--- src/rtl/conv3x3_stream_ctrl_pkg.sv ---
// Shared definitions for the 3x3 convolution frame sequencer: FSM encoding
// and frame geometry helpers.
package conv3x3_stream_ctrl_pkg;

    typedef enum logic [2:0] {
        ST_IDLE  = 3'd0,
        ST_CLEAR = 3'd1,
        ST_FEED  = 3'd2,
        ST_FLUSH = 3'd3,
        ST_DRAIN = 3'd4,
        ST_DONE  = 3'd5
    } conv_state_e;

    localparam int CNT_WIDTH = 32;

    function automatic int frame_pixels(input int width, input int height);
        return width * height;
    endfunction

endpackage

--- src/rtl/conv3x3_stream_ctrl_skid.sv ---
// One-deep skid buffer that catches a memory read return arriving while the
// downstream stage is stalled, and replays it first once the stall clears.
module conv_skid_reg #(
    parameter int DATA_WIDHT = 32
) (
    input  logic                  clk,
    input  logic                  rst,
    input  logic                  in_valid,
    input  logic [DATA_WIDHT-1:0] in_data,
    input  logic                  stall,
    output logic                  out_valid,
    output logic [DATA_WIDHT-1:0] out_data,
    output logic                  full
);

    logic                  full_reg;
    logic [DATA_WIDHT-1:0] data_reg;

    assign full      = full_reg;
    assign out_valid = !stall && (full_reg || in_valid);

    // Held data always goes out before any fresh return; idle data reads as zero.
    always_comb begin
        out_data = '0;
        if (out_valid) begin
            out_data = full_reg ? data_reg : in_data;
        end
    end

    always_ff @(posedge clk) begin
        if (rst) begin
            full_reg <= 1'b0;
            data_reg <= '0;
        end else if (stall) begin
            if (!full_reg && in_valid) begin
                full_reg <= 1'b1;
                data_reg <= in_data;
            end
        end else if (full_reg) begin
            full_reg <= in_valid;
            if (in_valid) begin
                data_reg <= in_data;
            end
        end
    end

endmodule

--- src/rtl/conv3x3_stream_ctrl.sv ---
// Frame sequencer: clears the window generator, streams one raster frame from a
// 1-cycle-latency pixel memory, appends zero flush beats and counts windows.
module conv3x3_stream_ctrl
    import conv3x3_stream_ctrl_pkg::*;
#(
    parameter int IMG_WIDHT  = 299,
    parameter int IMG_HEIGHT = 299,
    parameter int DATA_WIDHT = 32,
    parameter int ADDR_WIDHT = 17,
    parameter int FLUSH_LEN  = IMG_WIDHT + 2,
    parameter int CLR_CYCLES = 2
) (
    input  logic                  clk,
    input  logic                  rst,
    input  logic                  Start,
    input  logic                  Stall_In,
    output logic                  Mem_Rd_En,
    output logic [ADDR_WIDHT-1:0] Mem_Addr,
    input  logic [DATA_WIDHT-1:0] Mem_Data,
    output logic                  Win_Rst_n,
    output logic                  Win_Valid_In,
    output logic [DATA_WIDHT-1:0] Win_Data_In,
    input  logic                  Win_Valid_Out,
    output logic [31:0]           Window_Count,
    output logic                  Busy,
    output logic                  Done
);

    localparam int                    FRAME      = frame_pixels(IMG_WIDHT, IMG_HEIGHT);
    localparam logic [ADDR_WIDHT-1:0] LAST_ADDR  = ADDR_WIDHT'(FRAME - 1);
    localparam logic [CNT_WIDTH-1:0]  FRAME_CNT  = CNT_WIDTH'(FRAME);
    localparam logic [CNT_WIDTH-1:0]  PIX_LAST   = CNT_WIDTH'(FRAME - 1);
    localparam logic [CNT_WIDTH-1:0]  FLUSH_LAST = CNT_WIDTH'(FLUSH_LEN - 1);
    localparam logic [CNT_WIDTH-1:0]  CLR_LAST   = CNT_WIDTH'(CLR_CYCLES - 1);

    conv_state_e state_reg, state_next;

    logic [ADDR_WIDHT-1:0] addr_reg;
    logic                  rd_done_reg;
    logic                  rd_pend_reg;
    logic [CNT_WIDTH-1:0]  pix_cnt_reg;
    logic [CNT_WIDTH-1:0]  flush_cnt_reg;
    logic [CNT_WIDTH-1:0]  clr_cnt_reg;
    logic [CNT_WIDTH-1:0]  win_cnt_reg;

    logic                  rd_en;
    logic                  skid_valid;
    logic [DATA_WIDHT-1:0] skid_data;
    logic                  skid_full;
    logic                  feed_beat;
    logic                  flush_beat;
    logic                  count_en;
    logic                  start_accept;

    // A new read is only launched when its return is guaranteed a home:
    // either delivered directly or caught by an empty skid register.
    assign rd_en = (state_reg == ST_FEED) && !rd_done_reg && !Stall_In && !skid_full;

    conv_skid_reg #(
        .DATA_WIDHT(DATA_WIDHT)
    ) u_skid (
        .clk      (clk),
        .rst      (rst),
        .in_valid (rd_pend_reg),
        .in_data  (Mem_Data),
        .stall    (Stall_In),
        .out_valid(skid_valid),
        .out_data (skid_data),
        .full     (skid_full)
    );

    assign feed_beat    = (state_reg == ST_FEED) && skid_valid;
    assign flush_beat   = (state_reg == ST_FLUSH) && !Stall_In;
    assign start_accept = (state_reg == ST_IDLE) && Start;
    assign count_en     = (feed_beat || flush_beat) && Win_Valid_Out && (win_cnt_reg != FRAME_CNT);

    assign Mem_Rd_En    = rd_en;
    assign Mem_Addr     = addr_reg;
    assign Win_Valid_In = feed_beat || flush_beat;
    assign Win_Data_In  = feed_beat ? skid_data : '0;
    assign Window_Count = win_cnt_reg;
    assign Busy         = (state_reg != ST_IDLE);
    assign Done         = (state_reg == ST_DONE);
    assign Win_Rst_n    = (state_reg != ST_CLEAR);

    always_comb begin
        state_next = state_reg;
        unique case (state_reg)
            ST_IDLE:  if (Start) state_next = ST_CLEAR;
            ST_CLEAR: if (clr_cnt_reg == CLR_LAST) state_next = ST_FEED;
            ST_FEED:  if (feed_beat && (pix_cnt_reg == PIX_LAST)) state_next = ST_FLUSH;
            ST_FLUSH: if (flush_beat && (flush_cnt_reg == FLUSH_LAST)) state_next = ST_DRAIN;
            ST_DRAIN: if (win_cnt_reg == FRAME_CNT) state_next = ST_DONE;
            ST_DONE:  state_next = ST_IDLE;
            default:  state_next = ST_IDLE;
        endcase
    end

    always_ff @(posedge clk) begin
        if (rst) begin
            state_reg     <= ST_IDLE;
            addr_reg      <= '0;
            rd_done_reg   <= 1'b0;
            rd_pend_reg   <= 1'b0;
            pix_cnt_reg   <= '0;
            flush_cnt_reg <= '0;
            clr_cnt_reg   <= '0;
            win_cnt_reg   <= '0;
        end else begin
            state_reg   <= state_next;
            rd_pend_reg <= rd_en;

            if (start_accept) begin
                addr_reg      <= '0;
                rd_done_reg   <= 1'b0;
                pix_cnt_reg   <= '0;
                flush_cnt_reg <= '0;
                clr_cnt_reg   <= '0;
                win_cnt_reg   <= '0;
            end

            if (state_reg == ST_CLEAR) begin
                clr_cnt_reg <= clr_cnt_reg + 1'b1;
            end

            // Address parks on the last pixel instead of running past the frame.
            if (rd_en) begin
                if (addr_reg == LAST_ADDR) begin
                    rd_done_reg <= 1'b1;
                end else begin
                    addr_reg <= addr_reg + 1'b1;
                end
            end

            if (feed_beat) begin
                pix_cnt_reg <= pix_cnt_reg + 1'b1;
            end

            if (flush_beat) begin
                flush_cnt_reg <= flush_cnt_reg + 1'b1;
            end

            if (count_en) begin
                win_cnt_reg <= win_cnt_reg + 1'b1;
            end
        end
    end

endmodule

--- config.mk ---
export PLATFORM = sky130hd
export DESIGN_NAME = conv3x3_stream_ctrl
export DESIGN_NICKNAME = d
export VERILOG_FILES = /design/src/rtl/conv3x3_stream_ctrl_pkg.sv /design/src/rtl/conv3x3_stream_ctrl_skid.sv /design/src/rtl/conv3x3_stream_ctrl.sv
export SDC_FILE = /design/constraint.sdc
export NUM_CORES = 1
export LEC_CHECK = 0
export ABC_AREA = 1
export CORE_MARGIN = 4
export CORE_UTILIZATION = 30
export CTS_CLUSTER_SIZE = 16
export DETAILED_ROUTE_END_ITERATION = 16
export GPL_ROUTABILITY_DRIVEN = 0
export SYNTH_ARGS = -nofsm -noshare
export SYNTH_HDL_FRONTEND = slang
export SYNTH_SLANG_ARGS = --single-unit
--- constraint.sdc ---
create_clock -name clk -period 2.13 [get_ports clk]
set_input_delay 0.213 -clock clk [delete_from_list [all_inputs] [get_ports clk]]
set_output_delay 0.213 -clock clk [all_outputs]
set_load 0.005 [all_outputs]
==> results of run 1 <==
## metal layers
metal  share of wire  routed length [um]  track usage  up-vias
met2            0.46               15000       0.2714      321
met4           0.014                 461      0.04463        0
met1            0.48               15610       0.2199     5334
li1                -                   -            -     6017
met3           0.054                1763      0.03165       36
met5               0                   0            0        -
## stage by stage
stage          cell area [um^2]   TNS (ns)  power (W)
2_1_floorplan             10800          0   0.004472
3_3_place_gp              12790          0   0.005093
3_5_place_dp              12790          0   0.005109
4_1_cts                   13410   -0.09662   0.008318
5_1_grt                   13450  -0.001982   0.008638
6_report                  13450          0   0.008254
## report_power, final
group	switching (W)	internal [W]
Clock	0.00140	0.00172
Sequential	0.0000605	0.00349
Combinational	0.00102	0.000560
## worst max-delay path, stage by stage, from the launching register on
cell and delay [ns]:
dfxtp_1 0.32, inv_2 0.08, nand2_1 0.09, nor2_4 0.13
nand2_4 0.11, bufbuf_16 0.31, a21oi_1 0.16, clkdlybuf4s15_1 0.23
## worst max path at each step
stage	end	slack (ns)	cells past startpoint
final	Win_Data_In[1]	0.06	7
after global routing	Window_Count[30]	-0.002	11
after CTS	Mem_Rd_En	-0.1	5
after floorplan	Window_Count[22]	0.43	10
after detailed placement	Win_Data_In[25]	0.03	6
after global placement	Mem_Addr[14]	0.05	9
## layout make-up
type	instances	area (um^2)	share of cell area
Multi-Input combinational cell	1273	5979	0.4444
Timing Repair Buffer	181	1717	0.1276
Clock inverter	11	126.4	0.009393
Clock buffer	20	436.7	0.03246
Tap cell	461	576.8	0.04287
Inverter	251	952.2	0.07077
Sequential cell	183	3666	0.2725
## cells in the final DEF, fill, tap and decap left out, types with 7 or more instances in the layout
cell type,n
nand4_1,36
clkbuf_16,17
dlygate4sd2_1,22
o21ai_0,113
nor2_1,195
clkdlybuf4s50_1,87
a211oi_1,11
nor3_1,75
nor4_1,7
o22ai_1,8
buf_4,49
a22oi_1,7
ha_1,10
nand3_1,120
nand2_1,464
clkbuf_2,7
a21oi_1,159
dfxtp_1,181
inv_1,242
nand3b_1,7
## repair_timing
item | in CTS | in global routing
hold buffers | 0 | 0
setup buffers | 4 | 1
gates resized for setup | 42 | 30
setup endpoints to repair | 36 | 34
endpoints found under the hold margin | 0 | 0
pin swaps | 2 | 2
gates cloned | 1 | 0
## kinds of logic after synthesis
kind of cell | count (synthesis)
buf+inv | 310
simple gates | 934
xor+xnor | 5
flops | 183
fa+ha+maj | 10
compound gates | 324
==> impl_results.md, run 1 <==
* Post-synth EDFFs at 0
* Number of max-cap violations at 0
* Top cells by count, synth: nand2_1 (464), inv_1 (243), nor2_1 (200), dfxtp_1 (183), a21oi_1 (161)
* Slew margin rel. at 0.4833
* Worst Setup SP: state_reg[0]
* Via count at 11708
* Clock sink total at 183
* Leak Pwr at 5.018 nW
* Row count at 69
* CTS tree: done
* WL/cell at 13.80 um
* Die height at 197.7 um
* Slew Viols, Final at 0
* Vias/cell at 4.919
* Final Util at 0.3783
* Largest net degree at the start of global routing at 66
* Crit path capture type: primary output
* Crit-path max FO at 19
* Gr ovfl total at 0
* Hold Path Depth at 4
* Area share of fa/ha/maj cells after synthesis at 0.01159
* Fraction of synthesized cell area in xor and xnor cells at 0.004056
* Placed instance count at 2343
* Ant diodes at 0
* Post-DP HPWL at 24080 um
* Post-synth cell types at 49
* Worst Tran Pin Value at 0.7750 ns
* Layout Skew at 0.01021 ns
* Iteration-0 DRC Markers at 814
* First-pass detailed-route iteration total at 6
* Area contributors post-synth: dfxtp_1 (34%), nand2_1 (16%), inv_1 (8.4%)
* First-pass GRT wire length at 53990 um
* Status: complete, no violations
* DRC at 0
* Max frequency at 482.9 MHz
* Core area at 35570 um^2
* Mean Syn Cell Area at 6.114 um^2
* Fin cells at 2380
* Post-synthesis mux area share at 0
* IO Pins at 123
* Asr flop ratio synth at 0
* Maximum VDD drop at 0.0005936 V
* R2r endpoint: flush_cnt_reg[18]
* Area Growth Syn to Fin at 24.60%
* Die width at 197.7 um
* Final worst setup slack at 0.05901 ns
* Hold Path End: rd_done_reg
* Power per cell area at 613.5 nW/um^2
* Die area at 39090 um^2
* Post-synth top flop: dfxtp_1
* Most frequent cell after synthesis: nand2_1
* Fin crit period at 2.071 ns
* Final Setup Violations at 0
* Starting density of the core at 0.3036
* Final Hold Fails at 0
* Reg2reg setup slack at 0.22 ns
* Final wirelength at 32830 um
* Worst hold start: rst
* Final hold slack at 0.4292 ns
* HP Class: input port to flip-flop
* Largest family of logic cells by synthesized area: simple AND/OR/NAND/NOR gates
* Synth top area share at 0.3393
* All-Layer GR Usage at 0.1642
* CP required at 1.92 ns
* Synth Net Count at 1813
* Yosys top cell by area: dfxtp_1
* Num CTS Buffers at 17
* Simple-gate share of the synthesized area at 0.3701
* Ys Warns at 0
* Clock network latency to the later pin of the worst-skew pair at 0.44 ns
* Fraction of layout cells with a size suffix above 1 at 0.06931
* RSZ-0062 raised after global routing: yes
* Fill count at 3831
* Synth Register Bits at 183
* H-tree levels at 4
* Clock transition at the registers of the reported paths at 0.07 ns
* Clock buffer depth at 2
* Critical R2R Launch: flush_cnt_reg[0]
* Clk root buf: clkbuf_16
* Netlist area before placement at 10800 um^2
* Final nets at 1954
* Worst r2r path cells at 10
* Post-Syn Instances at 1766
* Period utilization at 0.9723
* Number of port buffers at 122
* Crit path DAT at 1.86 ns
* Sequential area share after synthesis at 0.3393
* Place WS at 0.02727 ns
* Initial antenna violation count at 0
* Crit Path Class: flip-flop to primary output
* CP startpoint kind: flip-flop
* Antenna-violating nets left at 0
* Vias in the first global route at 11011
* Complex-gate fraction of the synthesized area at 0.1625
Note: power is estimated with default switching activity, not from simulation.
==> run 2, diff against run 1 <==
--- a/config.mk
+++ b/config.mk
@@ -11,6 +11,7 @@
 export CTS_CLUSTER_SIZE = 16
 export DETAILED_ROUTE_END_ITERATION = 16
 export GPL_ROUTABILITY_DRIVEN = 0
+export SETUP_SLACK_MARGIN = 0.15
 export SYNTH_ARGS = -nofsm -noshare
 export SYNTH_HDL_FRONTEND = slang
 export SYNTH_SLANG_ARGS = --single-unit
==> impl_results.md, run 2 (synthesized netlist as in run 1, its figures left out) <==
* Status: complete, no violations (unchanged)
* FF/Latch Area at 3682 um^2 (was 3666 um^2)
* CP startpoint kind: flip-flop (unchanged)
* Clock buffer depth at 2 (unchanged)
* Number of max-cap violations at 0 (unchanged)
* Routing usage on met3 at 0.03012 (was 0.03165)
* Layout Skew at 0.01323 ns (was 0.01021 ns)
* Largest net degree at the start of global routing at 66 (unchanged)
* Vias in the first global route at 11165 (was 11011)
* Crit-path max FO at 4 (was 19)
* CP required at 1.92 ns (about the same)
* Max stage delay on crit path at 0.33 ns (was 0.32 ns)
* Die width at 197.7 um (unchanged)
* Period utilization at 0.9414 (was 0.9723)
* Die area at 39090 um^2 (unchanged)
* Hold buffer count at cts at 0 (unchanged)
* Clock network latency to the later pin of the worst-skew pair at 0.44 ns (about the same)
* Num CTS Buffers at 17 (unchanged)
* Ant diodes at 0 (unchanged)
* Crit path capture type: primary output (unchanged)
* Slowest CP cell: dfxtp_2 (was dfxtp_1)
* Post-DP HPWL at 24080 um (unchanged)
* WL/cell at 14.05 um (was 13.80 um)
* Post-route setup TNS at 0 ns (unchanged)
* Area Growth Syn to Fin at 27.02% (was 24.60%)
* Commonest non-fill, non-tap cell in the layout: nand2_1 (unchanged)
* Crit path DAT at 1.79 ns (was 1.86 ns)
* Met2 Usage GRT at 0.2776 (was 0.2714)
* HP Class: input port to flip-flop (unchanged)
* CP delay by family, top: buffers and inverters (unchanged)
* Number of port buffers at 122 (unchanged)
* RSZ-0062 raised after global routing: yes (unchanged)
* Design Area, Final at 13720 um^2 (was 13450 um^2)
* Critical-path cell list: inv_2, nand2_2, nor2_4, nand2_4, buf_16, buf_8, buf_6, a21oi_1, clkbuf_2 (was inv_2, nand2_1, nor2_4, nand2_4, bufbuf_16, a21oi_1, clkdlybuf4s15_1)
* Grt met1 use at 0.2219 (was 0.2199)
* Initial antenna violation count at 0 (unchanged)
* Final hold slack at 0.4293 ns (was 0.4292 ns)
* Critical R2R Launch: state_reg[0] (was flush_cnt_reg[0])
* DRC at 0 (unchanged)
* Place WS at 0.02727 ns (unchanged)
* GR peak layer: met2 (unchanged)
* All-Layer GR Usage at 0.1666 (was 0.1642)
* Reg2reg setup slack at 0.27 ns (was 0.22 ns)
* Final Hold Fails at 0 (unchanged)
* Final Setup Violations at 0 (unchanged)
* Core area at 35570 um^2 (unchanged)
* Fill count at 3801 (was 3831)
* Fraction of layout cells with a size suffix above 1 at 0.1190 (was 0.06931)
* Slew margin rel. at 0.4844 (was 0.4833)
* Hold Path Depth at 3 (was 4)
* Crit Path Class: flip-flop to primary output (unchanged)
* Worst Tran Pin Value at 0.7734 ns (was 0.7750 ns)
* Row count at 69 (unchanged)
* Fin crit period at 2.005 ns (was 2.071 ns)
* Power per cell area at 606.6 nW/um^2 (was 613.5 nW/um^2)
* Worst hold start: Mem_Data[29] (was rst)
* Final nets at 1968 (was 1954)
* Slew Viols, Final at 0 (unchanged)
* Number of buffers and inverters on the critical path at 5 (was 3)
* Max frequency at 498.7 MHz (was 482.9 MHz)
* R2r endpoint: state_reg[2] (was flush_cnt_reg[18])
* Final worst setup slack at 0.1248 ns (was 0.05901 ns)
* Gr ovfl total at 0 (unchanged)
* Hold Path End: u_skid.data_reg[29] (was rd_done_reg)
* Multi-input logic area at 6175 um^2 (was 5979 um^2)
* Clock sink total at 183 (unchanged)
* Leak Pwr at 5.032 nW (was 5.018 nW)
* Worst r2r path cells at 14 (was 10)
* Vias/cell at 4.965 (was 4.919)
* Most frequent cells in the layout: nand2_1 (460), inv_1 (237), nor2_1 (183) (was nand2_1 (464), inv_1 (242), nor2_1 (195))
* DP Area at 12790 um^2 (unchanged)
* Iteration-0 DRC Markers at 895 (was 814)
* Starting density of the core at 0.3036 (unchanged)
* Antenna-violating nets left at 0 (unchanged)
* CTS tree: done (unchanged)
* Via count at 11887 (was 11708)
* Clock transition at the registers of the reported paths at 0.07 ns (about the same)
* Maximum VDD drop at 0.0006262 V (was 0.0005936 V)
* Die height at 197.7 um (unchanged)
* H-tree levels at 4 (unchanged)
* Clk root buf: clkbuf_16 (unchanged)
* First-pass detailed-route iteration total at 5 (was 6)
* IO Pins at 123 (unchanged)
* Final wirelength at 33620 um (was 32830 um)
* First-pass GRT wire length at 54720 um (was 53990 um)
[run 2: changes by cell type in the layout (fill, tap and decap cells not counted), moves of 9 or more]
cell | previous run | this run
dlygate4sd2_1 | 22 | 4
nor2_2 | 6 | 16
a21oi_1 | 159 | 140
buf_4 | 49 | 59
a21oi_2 | 2 | 18
nor2_1 | 195 | 183
dfxtp_1 | 181 | 172
buf_2 | 1 | 29
[run 2: where the power goes]
| group | switching [W] | internal [W] | total [W] |
|---|---|---|---|
| clock network | 0.00142 | 0.00172 | 0.00314 |
| registers | 0.0000619 | 0.00349 | 0.00356 |
| logic | 0.00105 | 0.000570 | 0.00162 |
| total | 0.00253 | 0.00579 | 0.00832 |
[run 2: layout make-up]
cell class                 count  share of cell area
sequential                   183              0.2685
clock inverter                11            0.009214
inverter                     251             0.07042
multi-input combinational   1273              0.4502
tap                          461             0.04205
clock buffer                  20             0.03184
timing repair buffer         195              0.1278
[run 2: how the worst max path moves through the flow]
stage | cells past startpoint | end | start
6_report | 9 | Win_Data_In[20] | state_reg[0]
5_1_grt | 9 | Win_Data_In[20] | state_reg[0]
4_1_cts | 8 | Win_Data_In[20] | u_skid.full
3_5_place_dp | 6 | Win_Data_In[25] | Stall_In
3_3_place_gp | 9 | Mem_Addr[14] | Stall_In
2_1_floorplan | 10 | Window_Count[22] | Window_Count[0]
[run 2: repair_timing]
action | in CTS | in global routing
buffers inserted | 10 | 8
resized for setup | 146 | 85
pin swaps | 4 | 7
setup endpoints to repair | 37 | 101
gates cloned | 2 | 0
[run 2: metrics by stage]
step / total power [W] / util / cells
after floorplan: 0.004472 / - / 1766
after global placement: 0.005093 / 0.3596 / 2343
after detailed placement: 0.005109 / 0.3596 / 2343
after CTS: 0.008332 / 0.3812 / 2386
after global routing: 0.008694 / 0.3856 / 2394
final: 0.008320 / 0.3856 / 2394
[run 2: worst min-delay path: stages]
cell and delay (ns):
clkdlybuf4s50_1 0.41, o21ai_0 0.16, a21oi_1 0.04
[run 2: routing by layer]
layer  part of all wire  wire [um]
met1               0.47      15810
met2               0.46      15530
met3              0.054       1819
met4              0.014        470
met5                  0          0
==> run 3, diff against run 2 <==
--- a/config.mk
+++ b/config.mk
@@ -12,6 +12,7 @@
 export DETAILED_ROUTE_END_ITERATION = 16
 export GPL_ROUTABILITY_DRIVEN = 0
 export SETUP_SLACK_MARGIN = 0.15
+export SKIP_CTS_REPAIR_TIMING = 1
 export SYNTH_ARGS = -nofsm -noshare
 export SYNTH_HDL_FRONTEND = slang
 export SYNTH_SLANG_ARGS = --single-unit
==> impl_results.md, run 3 (synthesized netlist as in run 1, its figures left out) <==
* Status: complete, no violations (unchanged)
* Core area at 35570 um^2 (unchanged)
* Period utilization at 0.9485 (was 0.9414)
* Slew Viols, Final at 0 (unchanged)
* Post-DP HPWL at 24080 um (unchanged)
* Crit Path Class: flip-flop to primary output (unchanged)
* R2r endpoint: flush_cnt_reg[20] (was state_reg[2])
* First-pass GRT wire length at 53610 um (was 54720 um)
* Number of port buffers at 122 (unchanged)
* Die width at 197.7 um (unchanged)
* CP required at 1.92 ns (about the same)
* Area Growth Syn to Fin at 26.86% (was 27.02%)
* Commonest non-fill, non-tap cell in the layout: nand2_1 (unchanged)
* Final nets at 1959 (was 1968)
* FF/Latch Area at 3680 um^2 (was 3682 um^2)
* CP startpoint kind: flip-flop (unchanged)
* Starting density of the core at 0.3036 (unchanged)
* Multi-input logic area at 6057 um^2 (was 6175 um^2)
* Worst Tran Pin Value at 0.7679 ns (was 0.7734 ns)
* Worst Setup SP: state_reg[0] (unchanged)
* First-pass detailed-route iteration total at 7 (was 5)
* Clk root buf: clkbuf_16 (unchanged)
* Gr ovfl total at 0 (unchanged)
* H-tree levels at 4 (unchanged)
* Leak Pwr at 5.357 nW (was 5.032 nW)
* Antenna-violating nets left at 0 (unchanged)
* Num CTS Buffers at 17 (unchanged)
* Fill count at 3799 (was 3801)
* Critical R2R Launch: flush_cnt_reg[0] (was state_reg[0])
* Maximum VDD drop at 0.0006006 V (was 0.0006262 V)
* Ant diodes at 0 (unchanged)
* Most frequent cells in the layout: nand2_1 (461), inv_1 (240), nor2_1 (187) (was nand2_1 (460), inv_1 (237), nor2_1 (183))
* Worst r2r path cells at 9 (was 14)
* Die area at 39090 um^2 (unchanged)
* Final Util at 0.3851 (was 0.3856)
* Vias/cell at 4.934 (was 4.965)
* Clock sink total at 183 (unchanged)
* Initial antenna violation count at 0 (unchanged)
* Clock network latency to the later pin of the worst-skew pair at 0.44 ns (about the same)
* Clock buffer depth at 2 (unchanged)
* Vias in the first global route at 10967 (was 11165)
* Crit path capture type: primary output (unchanged)
* Via count at 11768 (was 11887)
* HP Class: input port to flip-flop (unchanged)
* CP Capture Point: Win_Data_In[28] (was Win_Data_In[20])
* Layout Skew at 0.01216 ns (was 0.01323 ns)
* All-Layer GR Usage at 0.1627 (was 0.1666)
* Slew margin rel. at 0.4880 (was 0.4844)
* Reg2reg setup slack at 0.26 ns (was 0.27 ns)
* IO Pins at 123 (unchanged)
* Final Setup Violations at 0 (unchanged)
* RSZ-0062 raised after global routing: yes (unchanged)
* Final wirelength at 33280 um (was 33620 um)
* Crit-path max FO at 19 (was 4)
* DRC at 0 (unchanged)
* Row count at 69 (unchanged)
* Final Hold Fails at 0 (unchanged)
* CTS tree: done (unchanged)
* Crit path DAT at 1.81 ns (was 1.79 ns)
* Final hold slack at 0.4300 ns (was 0.4293 ns)
* Max frequency at 495.0 MHz (was 498.7 MHz)
* Largest net degree at the start of global routing at 66 (unchanged)
* Fraction of layout cells with a size suffix above 1 at 0.08888 (was 0.1190)
* Iteration-0 DRC Markers at 933 (was 895)
* Fin crit period at 2.020 ns (was 2.005 ns)
* Number of max-cap violations at 0 (unchanged)
* WL/cell at 13.96 um (was 14.05 um)
* Clock transition at the registers of the reported paths at 0.07 ns (about the same)
* Power per cell area at 604.8 nW/um^2 (was 606.6 nW/um^2)
* Die height at 197.7 um (unchanged)
run 3: cell count changes in the layout (fill, tap and decap cells not counted), sizes merged:
| cell | previous run | this run |
|---|---|---|
| buf | 102 | 63 |
| clkbuf | 24 | 33 |
| dlygate4sd2 | 4 | 0 |
| clkinv | 7 | 5 |
| dlymetal6s2s | 0 | 25 |
| inv | 248 | 250 |
run 3: critical path, cell delays in order (launching register included):
cell and delay (ns):
dfxtp_1 0.32, inv_2 0.11, nand2_2 0.07, nor2_4 0.11
nand2_4 0.10, buf_4 0.17, clkbuf_16 0.18, a21oi_1 0.15
dlymetal6s2s_1 0.15
run 3: worst min-delay path by stage:
stage,from,endpoint,slack (ns),cells past startpoint
floorplan,Stall_In,u_skid.full,0.38,2
finish,rst,rd_done_reg,0.43,4
global route,Mem_Data[25],u_skid.data_reg[25],0.43,3
global placement,u_skid.data_reg[19],u_skid.data_reg[19],0.43,2
detailed placement,u_skid.data_reg[26],u_skid.data_reg[26],0.44,2
CTS,Mem_Data[15],u_skid.data_reg[15],0.42,3
run 3: metrics by stage:
stage | cell area, um^2 | std cells | TNS [ns] | setup slack [ns] | power [W]
after detailed placement | 12790 | 2343 | 0 | 0.02727 | 0.005109
after CTS | 13360 | 2374 | -7.897 | -0.2619 | 0.008262
after global placement | 12790 | 2343 | 0 | 0.05139 | 0.005093
after global routing | 13700 | 2385 | 0 | 0.02379 | 0.008664
after floorplan | 10800 | 1766 | 0 | 0.4326 | 0.004472
final | 13700 | 2385 | 0 | 0.1098 | 0.008284
run 3: layer usage:
layer | global-route usage | vias to the layer above | share of wire
met5 | 0 | - | 0
met4 | 0.04438 | 0 | 0.013
met3 | 0.03165 | 40 | 0.054
met2 | 0.2677 | 335 | 0.46
met1 | 0.2186 | 5361 | 0.47
li1 | - | 6032 | -
run 3: where the power goes:
part / internal, W / leakage, nW / total (W) / switching [W]
registers: 0.00349 / 1.48 / 0.00356 / 0.0000656
logic: 0.000567 / 3.61 / 0.00159 / 0.00103
clock network: 0.00172 / 0.262 / 0.00313 / 0.00141
run 3: layout make-up:
type                       instances  area share
multi-input combinational       1273      0.4422
sequential                       183      0.2686
timing repair buffer             186      0.1361
inverter                         251     0.06988
tap                              461     0.04211
clock buffer                      20     0.03188
clock inverter                    11    0.009225
